File: config.mk
export PLATFORM = sky130hd
export DESIGN_NAME = pipelined_addsub
export DESIGN_NICKNAME = d
export VERILOG_FILES = /design/src/rtl/addsub_pkg.sv /design/src/rtl/adder_segment.sv /design/src/rtl/pipelined_addsub.sv
export SDC_FILE = /design/constraint.sdc
export NUM_CORES = 1
export LEC_CHECK = 0
export BUFFER_PORTS_ARGS = -buffer_cell sky130_fd_sc_hd__buf_2
export CORE_UTILIZATION = 50
export CTS_BUF_LIST = sky130_fd_sc_hd__clkbuf_2
export CTS_CLUSTER_SIZE = 16
export DETAILED_ROUTE_END_ITERATION = 12
export GPL_TIMING_DRIVEN = 0
export PLACE_DENSITY = 0.74
export SYNTH_ARGS = -nofsm -noshare
export SYNTH_HDL_FRONTEND = slang
export SYNTH_SLANG_ARGS = --single-unit
File: constraint.sdc
create_clock -name clk -period 4 [get_ports clk]
set_clock_uncertainty 0.15 [all_clocks]
set_input_delay 0 -clock clk [delete_from_list [all_inputs] [get_ports clk]]
set_output_delay 0 -clock clk [all_outputs]
set_load 0.01 [all_outputs]
File: src/rtl/addsub_pkg.sv
// Shared definitions for the pipelined adder/subtractor: stage limits, segment sizing
// and the per-stage control payload that travels alongside the data slices.
package addsub_pkg;

    localparam int MAX_STAGES = 8;

    // Data slices (partial sum, upper operand slices) depend on WIDTH, so they sit
    // next to this struct in each stage rather than inside it.
    typedef struct packed {
        logic valid;
        logic carry;
        logic sign_a;
        logic sign_b;
    } stage_ctl_t;

    function automatic int seg_width(input int width, input int stages);
        return width / stages;
    endfunction

endpackage

File: src/rtl/adder_segment.sv
// SEG-bit carry-lookahead adder built from 4-bit groups with group propagate/generate;
// a partial last group is zero-padded and the carry is taken at bit SEG.
module adder_segment #(
    parameter int SEG = 16
) (
    input  logic [SEG-1:0] a,
    input  logic [SEG-1:0] b,
    input  logic           cin,
    output logic [SEG-1:0] sum,
    output logic           cout
);

    localparam int NG = (SEG + 3) / 4;
    localparam int PW = NG * 4;

    logic [PW-1:0] ap, bp, p, g;
    logic [PW:0]   c;
    logic [NG:0]   gc;
    logic [NG-1:0] gp, gg;

    assign ap = PW'(a);
    assign bp = PW'(b);

    always_comb begin
        p  = ap ^ bp;
        g  = ap & bp;
        gp = '0;
        gg = '0;
        gc = '0;
        c  = '0;
        for (int grp = 0; grp < NG; grp++) begin
            gp[grp] = &p[grp*4 +: 4];
            gg[grp] = g[grp*4+3]
                    | (p[grp*4+3] & g[grp*4+2])
                    | (p[grp*4+3] & p[grp*4+2] & g[grp*4+1])
                    | (p[grp*4+3] & p[grp*4+2] & p[grp*4+1] & g[grp*4]);
        end
        gc[0] = cin;
        for (int grp = 0; grp < NG; grp++)
            gc[grp+1] = gg[grp] | (gp[grp] & gc[grp]);
        for (int grp = 0; grp < NG; grp++) begin
            c[grp*4] = gc[grp];
            for (int i = 1; i < 4; i++)
                c[grp*4+i] = g[grp*4+i-1] | (p[grp*4+i-1] & c[grp*4+i-1]);
        end
        c[PW] = gc[NG];
    end

    assign sum  = p[SEG-1:0] ^ c[SEG-1:0];
    assign cout = c[SEG];

endmodule

File: src/rtl/pipelined_addsub.sv
// Pipelined carry-lookahead add/sub, one SEG-bit segment per register stage with a
// single global advance. Define ADDSUB_SATURATE_EN to clamp overflowing results.
module pipelined_addsub
    import addsub_pkg::*;
#(
    parameter int WIDTH  = 32,
    parameter int STAGES = 2
) (
    input  logic             clk,
    input  logic             rst,
    input  logic             in_valid,
    output logic             in_ready,
    input  logic [WIDTH-1:0] A,
    input  logic [WIDTH-1:0] B,
    input  logic             iC,
    input  logic             sub,
    output logic             out_valid,
    input  logic             out_ready,
    output logic [WIDTH-1:0] S,
    output logic             oC,
    output logic             ovf,
    output logic             zero
);

    localparam int SEG = seg_width(WIDTH, STAGES);

    if (STAGES < 1 || STAGES > MAX_STAGES || (WIDTH % STAGES) != 0) begin : g_bad_cfg
        $error("pipelined_addsub: bad WIDTH/STAGES combination");
    end

    logic             adv;
    logic [WIDTH-1:0] b_eff;
    logic [WIDTH-1:0] s_q;
    logic             vld_q, oc_q, ovf_q, zero_q;

    assign adv      = !out_valid || out_ready;
    assign in_ready = adv;
    assign b_eff    = sub ? ~B : B;

    for (genvar k = 0; k < STAGES; k++) begin : g_stage
        logic [WIDTH-1:0] a_in, b_in, s_in, s_next;
        stage_ctl_t       c_in;
        logic [SEG-1:0]   seg_sum;
        logic             seg_co;

        if (k == 0) begin : g_src
            assign a_in = A;
            assign b_in = b_eff;
            assign s_in = '0;
            assign c_in = '{valid: in_valid, carry: sub ? ~iC : iC,
                            sign_a: A[WIDTH-1], sign_b: b_eff[WIDTH-1]};
        end else begin : g_src
            assign a_in = g_stage[k-1].g_reg.a_r;
            assign b_in = g_stage[k-1].g_reg.b_r;
            assign s_in = g_stage[k-1].g_reg.s_r;
            assign c_in = g_stage[k-1].g_reg.c_r;
        end

        adder_segment #(.SEG(SEG)) u_seg (
            .a   (a_in[k*SEG +: SEG]),
            .b   (b_in[k*SEG +: SEG]),
            .cin (c_in.carry),
            .sum (seg_sum),
            .cout(seg_co)
        );

        always_comb begin
            s_next = s_in;
            s_next[k*SEG +: SEG] = seg_sum;
        end

        if (k == STAGES - 1) begin : g_reg
            logic             ovf_n;
            logic [WIDTH-1:0] s_fin;

            assign ovf_n = (c_in.sign_a == c_in.sign_b) && (s_next[WIDTH-1] != c_in.sign_a);
`ifdef ADDSUB_SATURATE_EN
            assign s_fin = !ovf_n ? s_next :
                           c_in.sign_a ? {1'b1, {(WIDTH-1){1'b0}}} : {1'b0, {(WIDTH-1){1'b1}}};
`else
            assign s_fin = s_next;
`endif

            always_ff @(posedge clk or posedge rst) begin
                if (rst) begin
                    vld_q  <= 1'b0;
                    s_q    <= '0;
                    oc_q   <= 1'b0;
                    ovf_q  <= 1'b0;
                    zero_q <= 1'b0;
                end else if (adv) begin
                    vld_q  <= c_in.valid;
                    s_q    <= s_fin;
                    oc_q   <= seg_co;
                    ovf_q  <= ovf_n;
                    zero_q <= (s_fin == '0);
                end
            end
        end else begin : g_reg
            logic [WIDTH-1:0] a_r, b_r, s_r;
            stage_ctl_t       c_r;

            always_ff @(posedge clk or posedge rst) begin
                if (rst) begin
                    a_r <= '0;
                    b_r <= '0;
                    s_r <= '0;
                    c_r <= '0;
                end else if (adv) begin
                    a_r <= a_in;
                    b_r <= b_in;
                    s_r <= s_next;
                    c_r <= '{valid: c_in.valid, carry: seg_co,
                             sign_a: c_in.sign_a, sign_b: c_in.sign_b};
                end
            end
        end
    end

    assign out_valid = vld_q;
    assign S         = s_q;
    assign oC        = oc_q;
    assign ovf       = ovf_q;
    assign zero      = zero_q;

endmodule
==> flow_summary.ini, run 1 <==
[hold_path]
hp-class = input pin to register
min_path_cells = 4
min_from = A[30]
min_to = g_stage[0].g_reg.a_r[30]

[route]
wirelength_mm = 13.3
drtIter0Drc = 227
first_pass_iters = 5
wire_per_inst_um = 15.2
drcViolationCount = 0
detail-route-antenna-nets = 0
vias = 4431
via_per_inst = 5.08

[timing]
finalMaxSlewViolations = 0
setup_violations = 0
worst_slew_pin_slew_ps = 555
max-slew-margin-rel_pct = 62.6
timing.setup.tns_ps = 0
hold_viol_final = 0
period_share_pct = 91.9
clock.fmax_ghz = 0.272
finalCriticalPeriod_ps = 3680
rsz0062_at_grt = false

[yosys]
synth_top_area_cell = dfrtp_1
syn-num-nets = 647
ys_seq_area_share_pct = 44.0
synthTopCellsByArea = dfrtp_1 (44%), nand2_1 (12%), fa_1 (9.8%), ha_1 (8.2%), xor2_1 (4.5%)
synth_top_area_share_pct = 44.0
postSynthCellCount = 521
synth_cell_type_count = 38
ys_ff_latch = 86
netlist_top_cells_count = nand2_1 (153), dfrtp_1 (86), inv_1 (37), a21oi_1 (32), ha_1 (32)
synth_edf_count = 0
netlist_area_mm2 = 0.00489
synth_area_per_cell_um2 = 9.38
yosysWarnings = 0
synth-main-ff-cell = dfrtp_1
synth.most_common_cell = nand2_1
async_flop_share_pct = 100

[clock_tree]
cts_tree = yes
cts.root.buffer_cell = clkbuf_2
cts_hold_buffers = 99
cts_resized = 0
numCtsBuffers = 9
clockBufferDepth = 2
cts.sinks = 86
path_clk_slew_ps = 240
clock_latency_ps = 540
postCtsSetupRepairBufs = 0
h-tree-depth = 3

[setup_path]
crit_arrival_ps = 4010
r2r_start = g_stage[0].g_reg.a_r[16]
crit_type = register to register
rr_worst_depth = 11
cp-end-kind = register
r2r_slack_ps = 320
startpoint_type = register
required_ps = 4330
r2r_end = zero
cp_max_fo = 2

[status]
status = completed

[floorplan]
die_h_um = 101
core_mm2 = 0.00937
die_x_um = 101
die-area_mm2 = 0.0102
io_pins = 107
row_count = 35
initial_utilization_pct = 52.1

[final_layout]
antennaDiodeCount = 0
stdcell_count = 872
drive_gt1_share_pct = 18.2
areaGrowthSynthToFinish_pct = 37.6
num-fill-cells = 729
nets = 865

[global_route]
grt_max_degree = 65
grt_pass1_wl_mm = 21.7
grt_pass1_vias = 4577
grt_overflow = 0
antenna_found_initial = 0
grtUsageTotal_pct = 28.4

[place]
dp.cells = 756
gp_congestion = 0.872
numPortBuffers = 105
dp_hpwl_mm = 9.18

[pwr]
ir_drop_mv = 0.202
p_per_area_mw_per_mm2 = 446
p_leak_nw = 3.38

[flow_run]
cap_violations = 0
-- power by group --
| part | internal, mW | leakage (nW) | switching (mW) |
|---|---|---|---|
| Combinational | 0.592 | 2.30 | 0.655 |
| Clock | 0.139 | 0.0618 | 0.304 |
| Sequential | 1.11 | 1.02 | 0.190 |
| Total | 1.85 | 3.38 | 1.15 |
-- kinds of logic (layout without fill, tap and decap cells) --
group | Yosys count | count (layout) | share of synthesized area [%]
AOI/OAI and AO/OA | 71 | 71 | 8.35
xor gates and xnor gates | 42 | 42 | 7.68
adders and majority gates | 56 | 56 | 18.0
buffers and inverters | 61 | 283 | 4.89
DFF | 86 | 86 | 44.0
and+or+nand+nor | 205 | 205 | 17.0
-- worst max-delay path, stage by stage, from the launching register on --
cell and delay [ps]:
dfrtp_1 440, ha_1 310, a21oi_1 190, nor2_1 90, o31ai_1 310, nand3b_1 160
fa_1 400, fa_1 390, fa_1 430, xnor2_1 350, nand4_1 140, o31ai_1 250
-- registers in the layout, indices dropped and copies added (netlist names) --
name,cells
g_stage.g_reg.b_r,16
g_stage.g_reg.s_r,16
g_stage.g_reg.c_r,2
ovf,1
g_stage.g_reg.a_r,16
zero,1
out_valid,1
oC,1
S,32
-- per-layer routing --
metal / global-route usage (%) / routed length, um / vias to the layer above / part of all wire [%]
li1: - / - / 2104 / -
met3: 3.26 / 664 / 35 / 5.0
met1: 37.0 / 5630 / 2142 / 42
met2: 48.3 / 6590 / 150 / 50
met4: 12.2 / 388 / 0 / 2.9
met5: 0 / 0 / - / 0
-- area by class of cell --
type	count	area, um^2	area share (%)
inverter	39	149	2.21
buffer	22	92.6	1.38
sequential	86	2150	32.0
clock buffer	9	45.0	0.670
timing repair buffer	207	1560	23.3
clock inverter	6	62.6	0.931
multi-input combinational	374	2500	37.1
tap	129	161	2.40
-- placed cells by master, fill, tap and decap left out, types with 2 or more instances in the layout --
cell type,count
a21o_1,2
a21oi_1,32
buf_1,6
buf_2,110
clkbuf_1,10
clkbuf_2,9
clkinvlp_4,2
dfrtp_1,86
dlygate4sd3_1,101
fa_1,24
ha_1,32
inv_1,36
inv_2,2
nand2_1,153
nand3_1,5
nand4_1,5
nor2_1,27
nor3_1,2
nor4_1,6
o21ai_0,25
o31ai_1,3
xnor2_1,16
xor2_1,25
-- metrics by stage --
| step | area, um^2 | utilization, % | hold slack (ps) | power (mW) | worst slack [ps] |
|---|---|---|---|---|---|
| after global placement | 5570 | 59.5 | 46.2 | 2.32 | 447 |
| after floorplan | 4890 | - | -37.6 | 1.94 | 868 |
| after global routing | 6720 | 71.7 | 5.76 | 3.22 | 131 |
| after detailed placement | 5600 | 59.8 | -157 | 2.38 | 399 |
| final | 6720 | 71.7 | 28.8 | 3.00 | 323 |
| after CTS | 6700 | 71.5 | 4.92 | 2.98 | 344 |
-- how the worst max path moves through the flow --
stage	start	to	slack (ps)	cells after the start
3_3_place_gp	g_stage[0].g_reg.a_r[16]	zero	450	11
6_report	g_stage[0].g_reg.a_r[16]	zero	320	11
3_5_place_dp	g_stage[0].g_reg.a_r[16]	zero	400	11
4_1_cts	g_stage[0].g_reg.a_r[16]	zero	340	11
2_1_floorplan	g_stage[0].g_reg.a_r[16]	zero	870	11
5_1_grt	g_stage[0].g_reg.a_r[16]	zero	130	11
Power figures use the tool's default switching activity.
==> inputs of run 2 (changes only) <==
Settings changed: CELL_PAD_IN_SITES_DETAIL_PLACEMENT set to 1, CELL_PAD_IN_SITES_GLOBAL_PLACEMENT set to 1, CORE_UTILIZATION 50 to 43, PLACE_DENSITY 0.74 to unset, PLACE_DENSITY_LB_ADDON set to 0.1, SKIP_CTS_REPAIR_TIMING set to 1.
==> run 2 against run 1 <==
Effect of this change:
- the flow now finishes with violations (hold timing)
- power is 3.6% higher
- combinational power up 3%
- core utilization down 11 points
- routed wire length up 22%
- maximum frequency fell by 2.3%
- register-to-register slack got worse by 90 ps
- worst setup slack got worse by 85 ps
- flip-flop and latch count did not move
- first-iteration DRC count is 11% lower
- hold slack worse by 46 ps
- via count grew 2.0%
- die area increased by 16%
- largest power group unchanged
==> flow_summary.ini, run 2 (synthesized netlist as in run 1, its figures left out) <==
[status]
status = finished, violations left
violations = hold timing

[timing]
finalCriticalPeriod_ps = 3760
hold_slack_ps = -17.7
setup_violations = 0
hold_viol_final = 4
finalMaxSlewViolations = 0
worst_slew_pin_slew_ps = 678
timing.setup.tns_ps = 0
period_share_pct = 94.1
clock.fmax_ghz = 0.266
setup_ws_ps = 238
rsz0062_at_grt = false
max-slew-margin-rel_pct = 54.8

[floorplan]
io_pins = 107
die_x_um = 109
initial_utilization_pct = 44.7
die-area_mm2 = 0.0118
die_h_um = 109
core_mm2 = 0.0109
row_count = 38

[clock_tree]
clockBufferDepth = 2
numCtsBuffers = 9
cts.sinks = 86
cts.root.buffer_cell = clkbuf_2
h-tree-depth = 3
cts_tree = yes
path_clk_slew_ps = 260
clock_latency_ps = 580

[global_route]
grt_pass1_wl_mm = 21.2
grt_max_degree = 54
grtUsageTotal_pct = 24.1
grt_pass1_vias = 4237
grt_overflow = 0
antenna_found_initial = 0

[pwr]
p_leak_nw = 3.36
totalPowerFinal_mw = 3.10
ir_drop_mv = 0.215
p_per_area_mw_per_mm2 = 465

[place]
gp_congestion = 0.826
dp_hpwl_mm = 10.4
place_ws_ps = 267
numPortBuffers = 105

[setup_path]
path_cells = ha_1 > a21oi_1 > nor2_1 > nor3_2 > o21ai_0 > fa_1 > fa_1 > fa_1 > xor2_1 > nor2_1 > nand3_1 > o31ai_1
crit_type = register to register
cp-end-kind = register
cpMostUsedCell = fa_1
startpoint_type = register
crit_slowest_cell = dfrtp_1
required_ps = 4310
max_stage_delay_ps = 450
crit_arrival_ps = 4080
cp_max_fo = 2

[route]
drtIter0Drc = 203
vias = 4521
wire_per_inst_um = 18.6
via_per_inst = 5.17
detail-route-antenna-nets = 0
drcViolationCount = 0
first_pass_iters = 4
wirelength_mm = 16.2

[final_layout]
num-fill-cells = 1302
drive_gt1_share_pct = 18.7
nets = 856
layout_commonest_cell = nand2_1
areaGrowthSynthToFinish_pct = 36.7
layout_common_cells = nand2_1 (153), buf_2 (110), dlygate4sd3_1 (92)
antennaDiodeCount = 0
largest_reg_flops = 32

[hold_path]
hp-class = input pin to register

[flow_run]
cap_violations = 0
run 2: cell types whose count changed in the layout (fill, tap and decap cells not counted), sizes merged:
cell / change
dlygate4sd3: -9
clkinv: +2
clkinvlp: -2
bufinv: +1
inv: -1
run 2: area by class of cell:
class | count | area (um^2) | area share (%)
plain buffers | 22 | 92.6 | 1.39
clock buffers | 9 | 45.0 | 0.674
clock inverters | 6 | 77.6 | 1.16
inverters | 39 | 149 | 2.23
multi-input cells | 374 | 2510 | 37.6
flip-flops and latches | 86 | 2150 | 32.2
well taps | 140 | 175 | 2.62
repair buffers | 198 | 1470 | 22.1
run 2: stage by stage:
stage,area [um^2],hold WS [ps],std cells,util [%]
6_report,6680,-17.7,874,61.1
5_1_grt,6680,-3.57,874,61.1
4_1_cts,5740,-751,782,52.5
3_5_place_dp,5620,-100,767,51.4
3_3_place_gp,5590,48.6,766,51.1
2_1_floorplan,4890,-37.6,521,-
run 2: worst paths after layout:
kind / startpoint / endpoint / slack [ps] / cells past startpoint
max: g_stage[0].g_reg.a_r[16] / zero / 240 / 12
min: A[25] / g_stage[0].g_reg.a_r[25] / -20 / 4
max reg2reg: g_stage[0].g_reg.a_r[16] / zero / 240 / 12
min reg2reg: S[12] / S[12] / 340 / 2
max in group asynchronous: rst / S[27] / 2660 / 5
min in group asynchronous: rst / g_stage[0].g_reg.a_r[16] / 400 / 4
run 2: report_power, final:
part	switching (mW)	leakage, nW	internal [mW]
sequential	0.188	1.02	1.11
clock	0.310	0.0766	0.197
combinational	0.705	2.26	0.588
total	1.20	3.36	1.90
run 2: metal layers:
| metal | share of wire [%] | track usage, % | vias up |
|---|---|---|---|
| met1 | 41 | 30.7 | 2260 |
| met5 | 0 | 0 | - |
| li1 | - | - | 2087 |
| met2 | 52 | 41.6 | 144 |
| met4 | 2.5 | 6.85 | 0 |
| met3 | 4.3 | 4.54 | 30 |
run 2: critical path: cells and delay by family, from the launching register on:
| family | cells | cell delay (ps) |
|---|---|---|
| fa+ha+maj | 4 | 1520 |
| simple gates | 4 | 750 |
| compound gates | 3 | 630 |
| flops | 1 | 450 |
| xor+xnor | 1 | 170 |
==> inputs of run 3 (changes only) <==
Settings changed: SYNTH_HIERARCHICAL set to 1.
==> run 3 against run 2 <==
Effect of this change:
- the flow now finishes without violations
- sequential share of layout area is 1.1 points lower
- non-clock buffer count grew 13
- register-to-register slack worse by 98 ps
- clock power shrank 19%
- area after synthesis up 3.1%
- routed wire length shrank 8.9%
- largest power group is now combinational cells
- core utilization fell by 0.59 points
- count of clock-buffer cells in the layout did not move
==> flow_summary.ini, run 3 <==
[status]
status = completed

[route]
drtIter0Drc = 135
vias = 4489
wire_per_inst_um = 16.3
drcViolationCount = 0
detail-route-antenna-nets = 0
first_pass_iters = 7
via_per_inst = 4.95
wirelength_mm = 14.8

[yosys]
async_flop_share_pct = 100
synth_edf_count = 0
synth_xor_xnor_area_share_pct = 7.13
ys_seq_area_share_pct = 42.7
netlist_area_mm2 = 0.00504
synth_cell_type_count = 33
synth_top_area_share_pct = 42.7
ys_ff_latch = 86
synth_top_area_cell = dfrtp_1
muxShareOfSynthArea_pct = 0
synth_compound_area_share_pct = 5.41
synth_area_per_cell_um2 = 9.33
synth_adder_area_share_pct = 17.5
synth-main-ff-cell = dfrtp_1
synthSimpleGateAreaFrac_pct = 21.5
synthTopCellsByArea = dfrtp_1 (43%), nand2_1 (17%), fa_1 (9.5%), ha_1 (7.9%), xor2_1 (3.7%)
yosysWarnings = 6
postSynthCellCount = 540
netlist_top_cells_count = nand2_1 (223), dfrtp_1 (86), ha_1 (32), inv_1 (29), fa_1 (24)
syn-num-nets = 666
synth.most_common_cell = nand2_1
synth_top_family_by_area = simple AND/OR/NAND/NOR gates

[place]
placed_cell_area_mm2 = 0.00577
gp_congestion = 0.842
dp_hpwl_mm = 9.97
numPortBuffers = 105
place_ws_ps = 137

[floorplan]
die-area_mm2 = 0.0122
die_h_um = 110
row_count = 39
die_x_um = 110
io_pins = 107
initial_utilization_pct = 44.1
core_mm2 = 0.0114

[final_layout]
num-fill-cells = 1365
final_area_mm2 = 0.00691
areaGrowthSynthToFinish_pct = 37.1
layout_common_cells = nand2_1 (223), buf_2 (114), dlygate4sd3_1 (104)
nets = 887
ff_latch_area_mm2 = 0.00215
antennaDiodeCount = 0
largest_reg_flops = 32
multi_input_area_mm2 = 0.00260
layout_commonest_cell = nand2_1
drive_gt1_share_pct = 20.1

[setup_path]
cp_top_family = adder cells
startpoint_type = register
r2r_end = zero
required_ps = 4320
r2r_slack_ps = 140
crit_slowest_cell = dfrtp_1
critical_path_buf_inv_count = 0
cp_max_fo = 4
crit_type = register to register
cpMostUsedCell = fa_1
r2r_start = g_stage[0].g_reg.a_r[18]
cp-end-kind = register
crit_arrival_ps = 4180
path_cells = ha_1 > a21oi_1 > nor2b_1 > o31ai_2 > nand3_2 > fa_1 > fa_1 > fa_1 > xor2_1 > nor4_2 > nand4_1 > o31ai_2
rr_worst_depth = 12
max_stage_delay_ps = 470

[timing]
setup_ws_ps = 140
worst_slew_pin_slew_ps = 528
max-slew-margin-rel_pct = 64.5
finalMaxSlewViolations = 0
hold_slack_ps = 7.58
period_share_pct = 96.5
finalCriticalPeriod_ps = 3860
timing.setup.tns_ps = 0
clock.fmax_ghz = 0.259
hold_viol_final = 0
setup_violations = 0

[hold_path]
min_to = g_stage[0].g_reg.s_r[8]
min_path_cells = 5
min_from = B[8]
hp-class = input pin to register

[pwr]
ir_drop_mv = 0.290
p_per_area_mw_per_mm2 = 439
p_leak_nw = 3.59

[clock_tree]
cts_tree = yes
cts.root.buffer_cell = clkbuf_2
numCtsBuffers = 9
h-tree-depth = 3
clock_latency_ps = 540
path_clk_slew_ps = 210
cts.sinks = 86
clockBufferDepth = 2

[global_route]
grt_pass1_wl_mm = 20.0
antenna_found_initial = 0
grtUsageTotal_pct = 22.1
grt_overflow = 0
grt_pass1_vias = 4157
grt_max_degree = 51

[flow_run]
cap_violations = 0
run 3: changes by cell type after synthesis, moves of 6 or more:
cell | before | now
o21ai_1 | 1 | 17
nor2_1 | 27 | 5
clkbuf_1 | 10 | 0
buf_1 | 6 | 0
o21ai_0 | 25 | 0
nand2_1 | 153 | 223
buf_4 | 1 | 7
inv_1 | 37 | 29
a21oi_1 | 32 | 13
buf_6 | 0 | 7
run 3: area by class of cell:
type                            count  share of cell area [%]
Buffer                             23                    2.55
Clock buffer                        9                   0.652
Clock inverter                      4                   0.598
Inverter                           30                    1.70
Multi-Input combinational cell    401                    37.7
Sequential cell                    86                    31.2
Tap cell                          143                    2.59
Timing Repair Buffer              210                    23.1
run 3: report_power, final:
part	leakage (nW)	total, mW	internal [mW]	switching (mW)
clock	0.0562	0.412	0.129	0.283
sequential	1.04	1.29	1.11	0.183
combinational	2.49	1.32	0.619	0.703
total	3.59	3.03	1.86	1.17
run 3: metrics by stage:
step,util [%],cells,power (mW)
finish,60.5,906,3.03
global route,60.5,906,3.27
CTS,51.3,802,2.85
detailed placement,50.6,789,2.44
global placement,50.3,788,2.37
floorplan,-,540,1.99
run 3: how the worst max path moves through the flow:
| stage | start | end | slack [ps] | cells past startpoint |
|---|---|---|---|---|
| 3_3_place_gp | g_stage[0].g_reg.a_r[16] | zero | 210 | 12 |
| 2_1_floorplan | g_stage[0].g_reg.a_r[16] | zero | 650 | 12 |
| 3_5_place_dp | g_stage[0].g_reg.a_r[16] | zero | 140 | 12 |
| 4_1_cts | g_stage[0].g_reg.a_r[16] | zero | 80 | 12 |
| 6_report | g_stage[0].g_reg.a_r[18] | zero | 140 | 12 |
| 5_1_grt | g_stage[0].g_reg.a_r[18] | zero | -40 | 12 |
run 3: cells by family after synthesis:
| family | Yosys count |
|---|---|
| flip-flops | 86 |
| buffers and inverters | 53 |
| XOR/XNOR | 41 |
| adder cells (fa/ha/maj) | 56 |
| AO/OA/AOI/OAI | 43 |
| AND/OR/NAND/NOR | 261 |
run 3: per-layer routing:
layer	track usage [%]	part of all wire, %
met5	0	0
met2	37.0	51
met1	29.4	44
met4	7.42	2.5
met3	3.06	3.4
run 3: worst min-delay path: stages:
cell and delay [ps]:
buf_2 80, xor2_1 250, fa_1 220, nand2_1 60, nand2_1 60
